<file path="src/rtl/pwm_capture_if.sv">
// PWM capture bus: raw PWM pin in, duty/period measurement and stuck status out.
// master = the measuring block, slave = the consumer that drives the pin and reads results.
interface pwm_capture_if #(
  parameter int CNT_W = 8
);
  logic             pwm_in;
  logic [CNT_W-1:0] duty;
  logic [CNT_W-1:0] period;
  logic             valid;
  logic             stuck;
  logic             stuck_level;

  modport master (
    input  pwm_in,
    output duty,
    output period,
    output valid,
    output stuck,
    output stuck_level
  );

  modport slave (
    output pwm_in,
    input  duty,
    input  period,
    input  valid,
    input  stuck,
    input  stuck_level
  );
endinterface

</file>
<file path="src/rtl/pwm_capture.sv">
// PWM high-time/period meter with stuck-line detection; valid follows a sampled rise by 3 cycles.
// Optional glitch filter (+1 cycle) enabled by defining PWM_CAPTURE_FILTER_EN.
module pwm_capture #(
  parameter int CNT_W = 8
) (
  input  logic          clk,
  input  logic          rst,
  pwm_capture_if.master bus
);

  localparam logic [CNT_W-1:0] MAX = '1;
  localparam logic [CNT_W-1:0] ONE = CNT_W'(1);

  typedef enum logic [1:0] {
    IDLE = 2'd0,
    HIGH = 2'd1,
    LOW  = 2'd2
  } state_t;

  state_t state;
  state_t state_nxt;

  logic             sync1;
  logic             sync2;
  logic             s;
  logic             s_d;
  logic             rise;
  logic             fall;
  logic             at_max;
  logic [CNT_W-1:0] cnt;
  logic [CNT_W-1:0] hi_cnt;

  logic meas;
  logic latch_hi;
  logic timeout;
  logic cnt_inc;

  always_ff @(posedge clk) begin
    if (rst) begin
      sync1 <= 1'b0;
      sync2 <= 1'b0;
    end else begin
      sync1 <= bus.pwm_in;
      sync2 <= sync1;
    end
  end

`ifdef PWM_CAPTURE_FILTER_EN
  // Level is accepted only once the incoming and current synchronizer samples agree.
  logic s_q;
  always_ff @(posedge clk) begin
    if (rst) begin
      s_q <= 1'b0;
    end else if (sync1 == sync2) begin
      s_q <= sync2;
    end
  end
  assign s = s_q;
`else
  assign s = sync2;
`endif

  always_ff @(posedge clk) begin
    if (rst) begin
      s_d <= 1'b0;
    end else begin
      s_d <= s;
    end
  end

  assign rise   = s & ~s_d;
  assign fall   = ~s & s_d;
  assign at_max = (cnt == MAX);

  always_ff @(posedge clk) begin
    if (rst) begin
      state <= IDLE;
    end else begin
      state <= state_nxt;
    end
  end

  always_comb begin
    state_nxt = state;
    case (state)
      IDLE: begin
        if (rise) state_nxt = HIGH;
      end
      HIGH: begin
        if (rise)        state_nxt = HIGH;
        else if (fall)   state_nxt = LOW;
        else if (at_max) state_nxt = IDLE;
      end
      LOW: begin
        if (rise)        state_nxt = HIGH;
        else if (at_max) state_nxt = IDLE;
      end
      default: state_nxt = IDLE;
    endcase
  end

  // An edge coinciding with cnt == MAX wins over the timeout, so period = MAX is measurable.
  always_comb begin
    meas     = 1'b0;
    latch_hi = 1'b0;
    timeout  = 1'b0;
    cnt_inc  = 1'b0;
    if (state != IDLE) begin
      timeout = at_max & ~rise & ~fall;
      cnt_inc = ~at_max;
    end
    if (state == LOW)  meas     = rise;
    if (state == HIGH) latch_hi = fall;
  end

  always_ff @(posedge clk) begin
    if (rst) begin
      cnt             <= '0;
      hi_cnt          <= '0;
      bus.duty        <= '0;
      bus.period      <= '0;
      bus.valid       <= 1'b0;
      bus.stuck       <= 1'b0;
      bus.stuck_level <= 1'b0;
    end else begin
      bus.valid <= meas;
      if (rise) begin
        cnt <= ONE;
      end else if (cnt_inc) begin
        cnt <= cnt + ONE;
      end
      if (latch_hi) begin
        hi_cnt <= cnt;
      end
      if (meas) begin
        bus.duty   <= hi_cnt;
        bus.period <= cnt;
      end
      if (rise) begin
        bus.stuck <= 1'b0;
      end else if (timeout) begin
        bus.stuck       <= 1'b1;
        bus.stuck_level <= s;
      end
    end
  end

endmodule
</file>
<file path="src/flat_wrapper.sv">
// flat-port wrapper written by rule: the top's interface ports become plain ports
module pwm_capture_flat 
#(
  parameter int CNT_W = 8
)
  (clk, rst, bus_pwm_in, bus_duty, bus_period, bus_valid, bus_stuck, bus_stuck_level);
  pwm_capture_if #(.CNT_W(CNT_W)) bus_i ();
  input  logic clk;
  input  logic rst;
  input wire logic [$bits(bus_i.pwm_in)-1:0] bus_pwm_in;
  output wire logic [$bits(bus_i.duty)-1:0] bus_duty;
  output wire logic [$bits(bus_i.period)-1:0] bus_period;
  output wire logic [$bits(bus_i.valid)-1:0] bus_valid;
  output wire logic [$bits(bus_i.stuck)-1:0] bus_stuck;
  output wire logic [$bits(bus_i.stuck_level)-1:0] bus_stuck_level;
  assign bus_i.pwm_in = bus_pwm_in;
  assign bus_duty = bus_i.duty;
  assign bus_period = bus_i.period;
  assign bus_valid = bus_i.valid;
  assign bus_stuck = bus_i.stuck;
  assign bus_stuck_level = bus_i.stuck_level;
  pwm_capture #(.CNT_W(CNT_W)) u_core (.clk(clk), .rst(rst), .bus(bus_i));
endmodule
</file>
<file path="config.mk">
export PLATFORM = sky130hd
export DESIGN_NAME = pwm_capture_flat
export DESIGN_NICKNAME = d
export VERILOG_FILES = /design/src/rtl/pwm_capture_if.sv /design/src/rtl/pwm_capture.sv /design/src/flat_wrapper.sv
export SDC_FILE = /design/constraint.sdc
export NUM_CORES = 1
export LEC_CHECK = 0
export ABC_CLOCK_PERIOD_IN_PS = 1800
export BUFFER_PORTS_ARGS = -buffer_cell sky130_fd_sc_hd__clkbuf_2
export CAP_MARGIN = 20
export CORE_ASPECT_RATIO = 0.9
export CORE_MARGIN = 2
export CORE_UTILIZATION = 55
export CTS_CLUSTER_SIZE = 12
export DETAILED_ROUTE_END_ITERATION = 6
export GPL_TIMING_DRIVEN = 1
export HOLD_SLACK_MARGIN = 0.1
export PLACE_DENSITY_LB_ADDON = 0.12
export SYNTH_ARGS = -nofsm -noshare
export SYNTH_HDL_FRONTEND = slang
export SYNTH_SLANG_ARGS = --single-unit
</file>
<file path="constraint.sdc">
create_clock -name clk -period 1.8 [get_ports clk]
set_input_delay 0.27 -clock clk [delete_from_list [all_inputs] [get_ports clk]]
set_output_delay 0.27 -clock clk [all_outputs]
set_load 0.05 [all_outputs]
</file>
==> results of run 1 <==
==> cells in the final DEF (no fill, tap or decap), types with 2 or more instances in the layout <==
cell                        n
sky130_fd_sc_hd__nor2_1    13
sky130_fd_sc_hd__dfxtp_1   40
sky130_fd_sc_hd__a211oi_1   2
sky130_fd_sc_hd__nand3_1    4
sky130_fd_sc_hd__a21oi_1   28
sky130_fd_sc_hd__nand2_1   51
sky130_fd_sc_hd__nand3b_1   2
sky130_fd_sc_hd__mux2i_1    3
sky130_fd_sc_hd__clkbuf_4   5
sky130_fd_sc_hd__nand2b_1   2
sky130_fd_sc_hd__nor2b_1    7
sky130_fd_sc_hd__nor3b_2    2
sky130_fd_sc_hd__clkbuf_2  21
sky130_fd_sc_hd__xor2_1     3
sky130_fd_sc_hd__buf_4      5
==> cell usage after synthesis (2+ instances only) <==
cell / number / area, µm²
sky130_fd_sc_hd__buf_2: 2 / 10.0
sky130_fd_sc_hd__a21oi_1: 28 / 140
sky130_fd_sc_hd__nand2_1: 51 / 191
sky130_fd_sc_hd__xor2_1: 3 / 26.3
sky130_fd_sc_hd__nor2b_1: 7 / 43.8
sky130_fd_sc_hd__mux2i_1: 3 / 30.0
sky130_fd_sc_hd__dfxtp_1: 40 / 801
sky130_fd_sc_hd__a211oi_1: 2 / 15.0
sky130_fd_sc_hd__nor2_1: 13 / 48.8
sky130_fd_sc_hd__nand3b_1: 2 / 15.0
sky130_fd_sc_hd__nand3_1: 4 / 20.0
sky130_fd_sc_hd__nand2b_1: 2 / 12.5
sky130_fd_sc_hd__clkbuf_1: 5 / 18.8
sky130_fd_sc_hd__nor3b_2: 2 / 25.0
==> metal layers <==
metal	part of all wire, %	GRT usage (%)	vias up
met5	0	0	-
met1	52	30.0	602
li1	-	-	666
met3	3.3	7.33	6
met2	43	31.9	17
met4	1.2	7.04	0
==> final timing paths <==
| check | slack (ns) | depth (start not counted) | from | endpoint |
|---|---|---|---|---|
| worst max-delay path | 0.13 | 5 | u_core.cnt[1] | u_core.bus.stuck_level |
| worst min-delay path | 0.13 | 2 | bus_pwm_in | u_core.sync1 |
| worst max register to register | 0.13 | 5 | u_core.cnt[1] | u_core.bus.stuck_level |
| worst min register to register | 0.46 | 2 | u_core.bus.duty[4] | u_core.bus.duty[4] |
==> sequential cells by signal, summed over array words and instances, names as in the netlist <==
signal / cells
u_core.s_d: 1
u_core.bus.period: 8
u_core.state: 2
u_core.bus.stuck: 1
u_core.s: 1
u_core.bus.valid: 1
u_core.hi_cnt: 8
u_core.bus.duty: 8
u_core.cnt: 8
u_core.sync1: 1
u_core.bus.stuck_level: 1
==> kinds of logic after synthesis <==
group,count (synthesis)
simple gates,90
flops,40
compound gates,36
buf+inv,8
xor+xnor,3
mux,3
fa+ha+maj,1
==> report_power, final <==
| group | internal [mW] | switching (mW) | leakage (nW) | total (mW) |
|---|---|---|---|---|
| combinational | 0.0187 | 0.0318 | 0.315 | 0.0505 |
| clock | 0.142 | 0.281 | 0.0271 | 0.424 |
| sequential | 0.892 | 0.00867 | 0.323 | 0.900 |
==> layout make-up <==
cell class	count	area, µm²	share of cell area (%)
repair buffers	26	143	8.20
clock buffers	5	37.5	2.16
flip-flops and latches	40	801	46.0
well taps	30	37.5	2.16
clock inverters	2	12.5	0.719
multi-input cells	133	708	40.7
==> metrics by stage <==
step / utilization [%] / instances / instance area, µm² / setup slack (ns) / hold slack (ns)
2_1_floorplan: - / 181 / 1550 / 0.280 / 0.398
3_3_place_gp: 62.5 / 229 / 1690 / 0.240 / 0.426
3_5_place_dp: 62.5 / 229 / 1690 / 0.146 / 0.446
4_1_cts: 64.4 / 236 / 1740 / 0.136 / 0.124
5_1_grt: 64.4 / 236 / 1740 / 0.0213 / 0.136
6_report: 64.4 / 236 / 1740 / 0.133 / 0.130
==> impl_metrics.ini, run 1 <==
[logic_synthesis]
synthDistinctLibCells = 31
post_synth_mux_area_share_pct = 1.94
post_synthesis_compound_gate_area_fraction_pct = 13.4
synthXorXnorAreaFrac_pct = 1.70
dominant_combinational_cell_family_by_area_after_synthesis = simple AND/OR/NAND/NOR gates
synth-adder-area-share_pct = 0.810
ys_async_sr_fraction_pct = 0
yosys_warnings = 0
post_synth_and_or_nand_nor_area_fraction_pct = 28.0
number_of_enable_flip_flop_cells_after_synthesis = 0
synth.ff_latch_count = 40
synthesis.area_mm2 = 0.00155
synth.yosys.seq_area_share_pct = 51.8
syn-instance-count = 181
syn_area_per_cell_um2 = 8.54
syn_nets = 185
ys.flop_type = sky130_fd_sc_hd__dfxtp_1

[pwr]
power.density_cell_area_mw_per_mm2 = 790
vdd_drop_max_mv = 0.565
p_leak_nw = 0.665
total_power_mw = 1.37

[critical_path]
critical_path.n_buffers_inverters = 0
worstPathCellList = ha_1 > nand4_2 > nor4_2 > mux2i_1 > nor2_1
critPathTopFamily = simple AND/OR/NAND/NOR gates
cpPeakStageDelay_ns = 0.43
cp_data_arrival_time_ns = 1.90
critPathCaptureType = flip-flop
slowest_stage = sky130_fd_sc_hd__dfxtp_1
worstSetupStartpointType = flip-flop
cp_data_required_time_ns = 2.04
timing.critical_path.fanout_max = 6
worst-setup-path-type = flip-flop to flip-flop

[clock_tree]
tritoncts_num_sinks = 40
clk_latency_ns = 0.35
tritoncts_clock_tree = done
post_cts.repair.setup_buffers = 0
cts_resized = 0
cts_max_path_buffers = 2
cts_max_level = 2
holdBufCountCts = 0
clk_pin_slew_ns = 0.11
cts_root_buf = sky130_fd_sc_hd__clkbuf_4
number_of_buffers_created_by_cts = 5

[finish]
final_net_count = 210
insertedDiodeCount = 0
layout-drive-gt1-share_pct = 18.9
flow.area_growth_from_synthesis_pct = 12.6
fillers = 268

[route]
drt-initial-drc-count = 40
post_detailed_route_drc_marker_count = 0
vias_per_cell = 5.47
routed_length_per_placed_instance_um = 13.1
detail-route-antenna-nets = 0
drt_pass1_iterations = 4
detailroute.via_count = 1291
drt-total-wl_um = 3090

[global_routing]
grt_max_degree = 34
initial_antenna_violation_count = 0
globalRouteTotalUtil_pct = 21.7
grt.overflow.total = 0
global_route_wire_length_before_repair_um = 5130
vias_in_the_first_global_route = 1137

[timing]
tightest_slew_ns = 0.506
period_share_pct = 92.6
final-hold-violation-count = 0
final_critical_path_time_including_i_o_delays_and_setup_ns = 1.67
setup_viol_count_final = 0
fin_tns_setup_ns = 0
worst_slew_margin_relative_to_its_limit_pct = 66.1
rsz0062_at_grt = false
fin_skew_ns = 0.0104
maxSlewViolCount = 0
max_freq_mhz = 600

[status]
outcome = finished, final reports clean

[place]
place.gp.congestion = 0.806
numPortBuffers = 21
post-dp-hpwl_um = 2130

[floorplan]
core_area_mm2 = 0.00270
die_area_mm2 = 0.00325
fp-row-count = 18
chipWidth_um = 59.9
initial_core_util_pct = 57.2
die_h_um = 54.3
pin_count = 22

[run]
max_cap_violations = 0

[worst_hold_path]
holdCritPathClass = input pin to flip-flop
No activity file was read; power rests on OpenSTA's default activity.
==> run 2, diff against run 1 <==
Settings changed: CELL_PAD_IN_SITES_DETAIL_PLACEMENT from default to 1, CELL_PAD_IN_SITES_GLOBAL_PLACEMENT from default to 2, CORE_UTILIZATION 55 to 33.
==> impl_metrics.ini, run 2 (synthesized netlist as in run 1, its figures left out) <==
[status]
outcome = finished, final reports clean

[clock_tree]
post_cts.repair.setup_buffers = 0
tritoncts_num_sinks = 40
clk_latency_ns = 0.30
holdBufCountCts = 0
tritoncts_clock_tree = done
cts_max_path_buffers = 2
cts_max_level = 2
number_of_buffers_created_by_cts = 5
clk_pin_slew_ns = 0.08
cts_root_buf = sky130_fd_sc_hd__clkbuf_8

[place]
numPortBuffers = 21
place.gp.congestion = 0.808
cell_area_after_placement_mm2 = 0.00175
post-dp-hpwl_um = 2670

[route]
post_detailed_route_drc_marker_count = 0
vias_per_cell = 4.81
drt-initial-drc-count = 58
drt_pass1_iterations = 4
drt-total-wl_um = 3860
routed_length_per_placed_instance_um = 14.2
detailroute.via_count = 1309
detail-route-antenna-nets = 0

[pwr]
switching_share_pct = 21.9
vdd_drop_max_mv = 0.404
seq_power_share_pct = 53.1
switchingPower_mw = 0.371
power_frac_clock_pct = 43.6
p_leak_nw = 0.710
intPower_mw = 1.32
power.density_cell_area_mw_per_mm2 = 905
combPwrFrac_pct = 3.3

[global_routing]
vias_in_the_first_global_route = 1345
globalRouteTotalUtil_pct = 16.4
global_route_wire_length_before_repair_um = 6560
initial_antenna_violation_count = 0
grt.overflow.total = 0
grt_max_degree = 34

[floorplan]
core_area_mm2 = 0.00449
fp-row-count = 23
initial_core_util_pct = 34.4
pin_count = 22
die_h_um = 68.9
chipWidth_um = 76.1
die_area_mm2 = 0.00525

[timing]
fin_tns_setup_ns = 0
max_freq_mhz = 591
fin_skew_ns = 0.00882
final-hold-violation-count = 0
maxSlewViolCount = 0
worst_slew_margin_relative_to_its_limit_pct = 69.8
rsz0062_at_grt = false
tightest_slew_ns = 0.451
period_share_pct = 93.9
setup_viol_count_final = 0
final_critical_path_time_including_i_o_delays_and_setup_ns = 1.69

[finish]
layout.cells.most_common = sky130_fd_sc_hd__nand2_1
final_design_area_no_fill_mm2 = 0.00187
layout-drive-gt1-share_pct = 20.5
flow.area_growth_from_synthesis_pct = 21.1
most-common-layout-cells = sky130_fd_sc_hd__nand2_1 (51), sky130_fd_sc_hd__dfxtp_1 (40), sky130_fd_sc_hd__a21oi_1 (28)
final_net_count = 213
insertedDiodeCount = 0

[critical_path]
cp_data_arrival_time_ns = 1.87
timing.critical_path.fanout_max = 6
critPathLaunch = u_core.cnt[1]
worstSetupStartpointType = flip-flop
worst-setup-path-type = flip-flop to flip-flop
worstReg2RegStart = u_core.cnt[1]
critPathCaptureType = flip-flop
cp_data_required_time_ns = 1.98

[worst_hold_path]
worst_hold_startpoint = bus_pwm_in
holdCritPathClass = input pin to flip-flop

[run]
max_cap_violations = 0
==> run 2: area by class of cell <==
type / instances / area, µm²
repair buffers: 29 / 165
flip-flops and latches: 40 / 801
clock inverters: 3 / 42.5
fillers: 571 / 2620
well taps: 62 / 77.6
multi-input cells: 133 / 717
clock buffers: 5 / 68.8
==> run 2: worst paths after layout <==
path / slack (ns) / cells past startpoint / end
max reg2reg: 0.11 / 5 / u_core.bus.stuck_level
min: 0.19 / 2 / u_core.sync1
min reg2reg: 0.45 / 1 / u_core.s
max: 0.11 / 5 / u_core.bus.stuck_level
==> run 2: timing repair <==
action | in CTS | in global routing
endpoints found under the setup margin | 0 | 1
gates resized for setup | 0 | 1
endpoints found under the hold margin | 0 | 0
==> run 2: worst max-delay path, cell delays in order (launching register included) <==
cell and delay [ns]:
sky130_fd_sc_hd__dfxtp_1 0.43, sky130_fd_sc_hd__ha_1 0.26, sky130_fd_sc_hd__nand4_2 0.24, sky130_fd_sc_hd__nor4_4 0.38
sky130_fd_sc_hd__mux2i_1 0.22, sky130_fd_sc_hd__nor2_1 0.05
==> run 2: layer usage <==
layer	part of all wire [%]	up-vias	track usage [%]
met3	4.0	5	4.17
met2	47	22	27.7
li1	-	663	-
met4	1.2	0	6.82
met1	47	619	20.6
met5	0	-	0
==> run 2: power by group through the flow <==
stage	Sequential, mW	Clock (mW)	Combinational [mW]
after floorplan	0.917	0	0.0366
after global placement	0.919	0	0.0533
after detailed placement	0.921	0	0.0552
after CTS	0.900	0.769	0.0555
after global routing	0.901	0.809	0.0607
final	0.900	0.738	0.0553
==> run 2: per-stage QoR <==
stage	total power, mW	util (%)	instances	hold WS (ns)	setup WS, ns
after detailed placement	0.976	39.0	264	0.429	0.0888
after global routing	1.77	41.7	272	0.188	0.000605
after floorplan	0.954	-	181	0.398	0.280
after global placement	0.973	39.0	264	0.426	0.209
final	1.69	41.7	272	0.186	0.109
after CTS	1.72	41.5	272	0.184	0.0607
==> run 3, diff against run 2 <==
Settings changed: MAX_ROUTING_LAYER from default to met4.
==> impl_metrics.ini, run 3 (synthesized netlist as in run 1, its figures left out) <==
[finish]
layout-drive-gt1-share_pct = 20.5
fillers = 571
sequential_cell_area_um2 = 801
flow.area_growth_from_synthesis_pct = 21.1
area_used_by_multi_input_combinational_logic_um2 = 717
count_of_non_filler_cells_in_the_finished_layout = 272
most-common-layout-cells = sky130_fd_sc_hd__nand2_1 (51), sky130_fd_sc_hd__dfxtp_1 (40), sky130_fd_sc_hd__a21oi_1 (28)
final_design_area_no_fill_mm2 = 0.00187
layout.cells.most_common = sky130_fd_sc_hd__nand2_1
final_net_count = 213
insertedDiodeCount = 0
final_core_util_pct = 41.7

[timing]
max_freq_mhz = 589
final-hold-violation-count = 0
worst_slew_margin_relative_to_its_limit_pct = 70.1
maxSlewViolCount = 0
final_critical_path_time_including_i_o_delays_and_setup_ns = 1.70
fin_tns_setup_ns = 0
fin_hold_ws_ns = 0.184
timing.final.ws_setup_ns = 0.102
setup_viol_count_final = 0
rsz0062_at_grt = false
tightest_slew_ns = 0.447
period_share_pct = 94.3
fin_skew_ns = 0.00898

[critical_path]
reg2reg_to = u_core.bus.stuck_level
worst-setup-path-type = flip-flop to flip-flop
setup.reg_to_reg.worst_slack_ns = 0.10
critPathTopFamily = simple AND/OR/NAND/NOR gates
cp_data_required_time_ns = 1.98
cpPeakStageDelay_ns = 0.44
critPathCaptureType = flip-flop
worst-r2r-cell-count = 5
worstReg2RegStart = u_core.cnt[1]
timing.critical_path.fanout_max = 6
worstPathCellList = ha_1 > nand4_2 > nor4_4 > mux2i_1 > nor2_1
cp_data_arrival_time_ns = 1.88
worstSetupStartpointType = flip-flop
critical_path.n_buffers_inverters = 0
slowest_stage = sky130_fd_sc_hd__dfxtp_1

[route]
drt-initial-drc-count = 60
vias_per_cell = 4.83
detailroute.via_count = 1315
drt-total-wl_um = 3850
routed_length_per_placed_instance_um = 14.1
drt_pass1_iterations = 4
post_detailed_route_drc_marker_count = 0
detail-route-antenna-nets = 0

[global_routing]
global_route_wire_length_before_repair_um = 6570
grt.overflow.total = 0
vias_in_the_first_global_route = 1347
grt_max_degree = 34
initial_antenna_violation_count = 0
globalRouteTotalUtil_pct = 16.9

[place]
place.gp.congestion = 0.820
post-dp-hpwl_um = 2670
cell_area_after_placement_mm2 = 0.00175
numPortBuffers = 21
dp_worst_setup_slack_ns = 0.0888
placed_cells_incl_taps = 264

[clock_tree]
number_of_buffers_created_by_cts = 5
cts_max_path_buffers = 2
tritoncts_num_sinks = 40
cts_root_buf = sky130_fd_sc_hd__clkbuf_8
clk_pin_slew_ns = 0.08
post_cts.repair.setup_buffers = 0
cts_max_level = 2
clk_latency_ns = 0.30
tritoncts_clock_tree = done

[worst_hold_path]
worstHoldEndpoint = u_core.sync1
hold_critical_path_depth = 2
holdCritPathClass = input pin to flip-flop
worst_hold_startpoint = bus_pwm_in

[floorplan]
chipWidth_um = 76.1
die_h_um = 68.9
pin_count = 22
core_area_mm2 = 0.00449
initial_core_util_pct = 34.4
fp-row-count = 23
die_area_mm2 = 0.00525

[pwr]
power.density_cell_area_mw_per_mm2 = 905
total_power_mw = 1.69
vdd_drop_max_mv = 0.406
p_leak_nw = 0.710

[status]
outcome = finished, final reports clean

[run]
max_cap_violations = 0
==> run 3: cell counts in the layout (fill, tap and decap cells not counted) <==
No cell type changed its count.
==> run 3: where the power goes <==
group	total (mW)	switching (mW)	internal, mW
clock	0.740	0.329	0.410
sequential	0.900	0.00908	0.891
combinational	0.0552	0.0344	0.0208
total	1.69	0.373	1.32
==> run 3: timing repair <==
| action | CTS | global route |
|---|---|---|
| resized for setup | 0 | 1 |
| hold buffers | 0 | 0 |
| endpoints found under the setup margin | 0 | 1 |
==> run 3: how the worst max path moves through the flow <==
stage / from / end / cells past startpoint
floorplan: u_core.cnt[0] / u_core.bus.stuck_level / 5
global placement: u_core.cnt[1] / u_core.bus.stuck_level / 5
detailed placement: u_core.cnt[1] / u_core.bus.stuck_level / 5
CTS: u_core.cnt[1] / u_core.bus.stuck_level / 5
global route: u_core.cnt[1] / u_core.bus.stuck_level / 5
finish: u_core.cnt[1] / u_core.bus.stuck_level / 5
==> run 3: layer usage <==
metal  part of all wire, %  vias to the layer above  track usage, %  wire length [µm]
li1                      -                      663               -                 -
met3                   3.7                        7            4.04               142
met4                   1.7                        0            6.82                65
met1                    48                      622            20.7              1830
met2                    47                       23            27.7              1810
met5                     0                        -               -                 0
==> run 3: cell type report <==
class                           count  area share, %
Clock buffer                        5           3.68
Multi-Input combinational cell    133           38.3
Clock inverter                      3           2.27
Tap cell                           62           4.14
Timing Repair Buffer               29           8.82
Sequential cell                    40           42.8
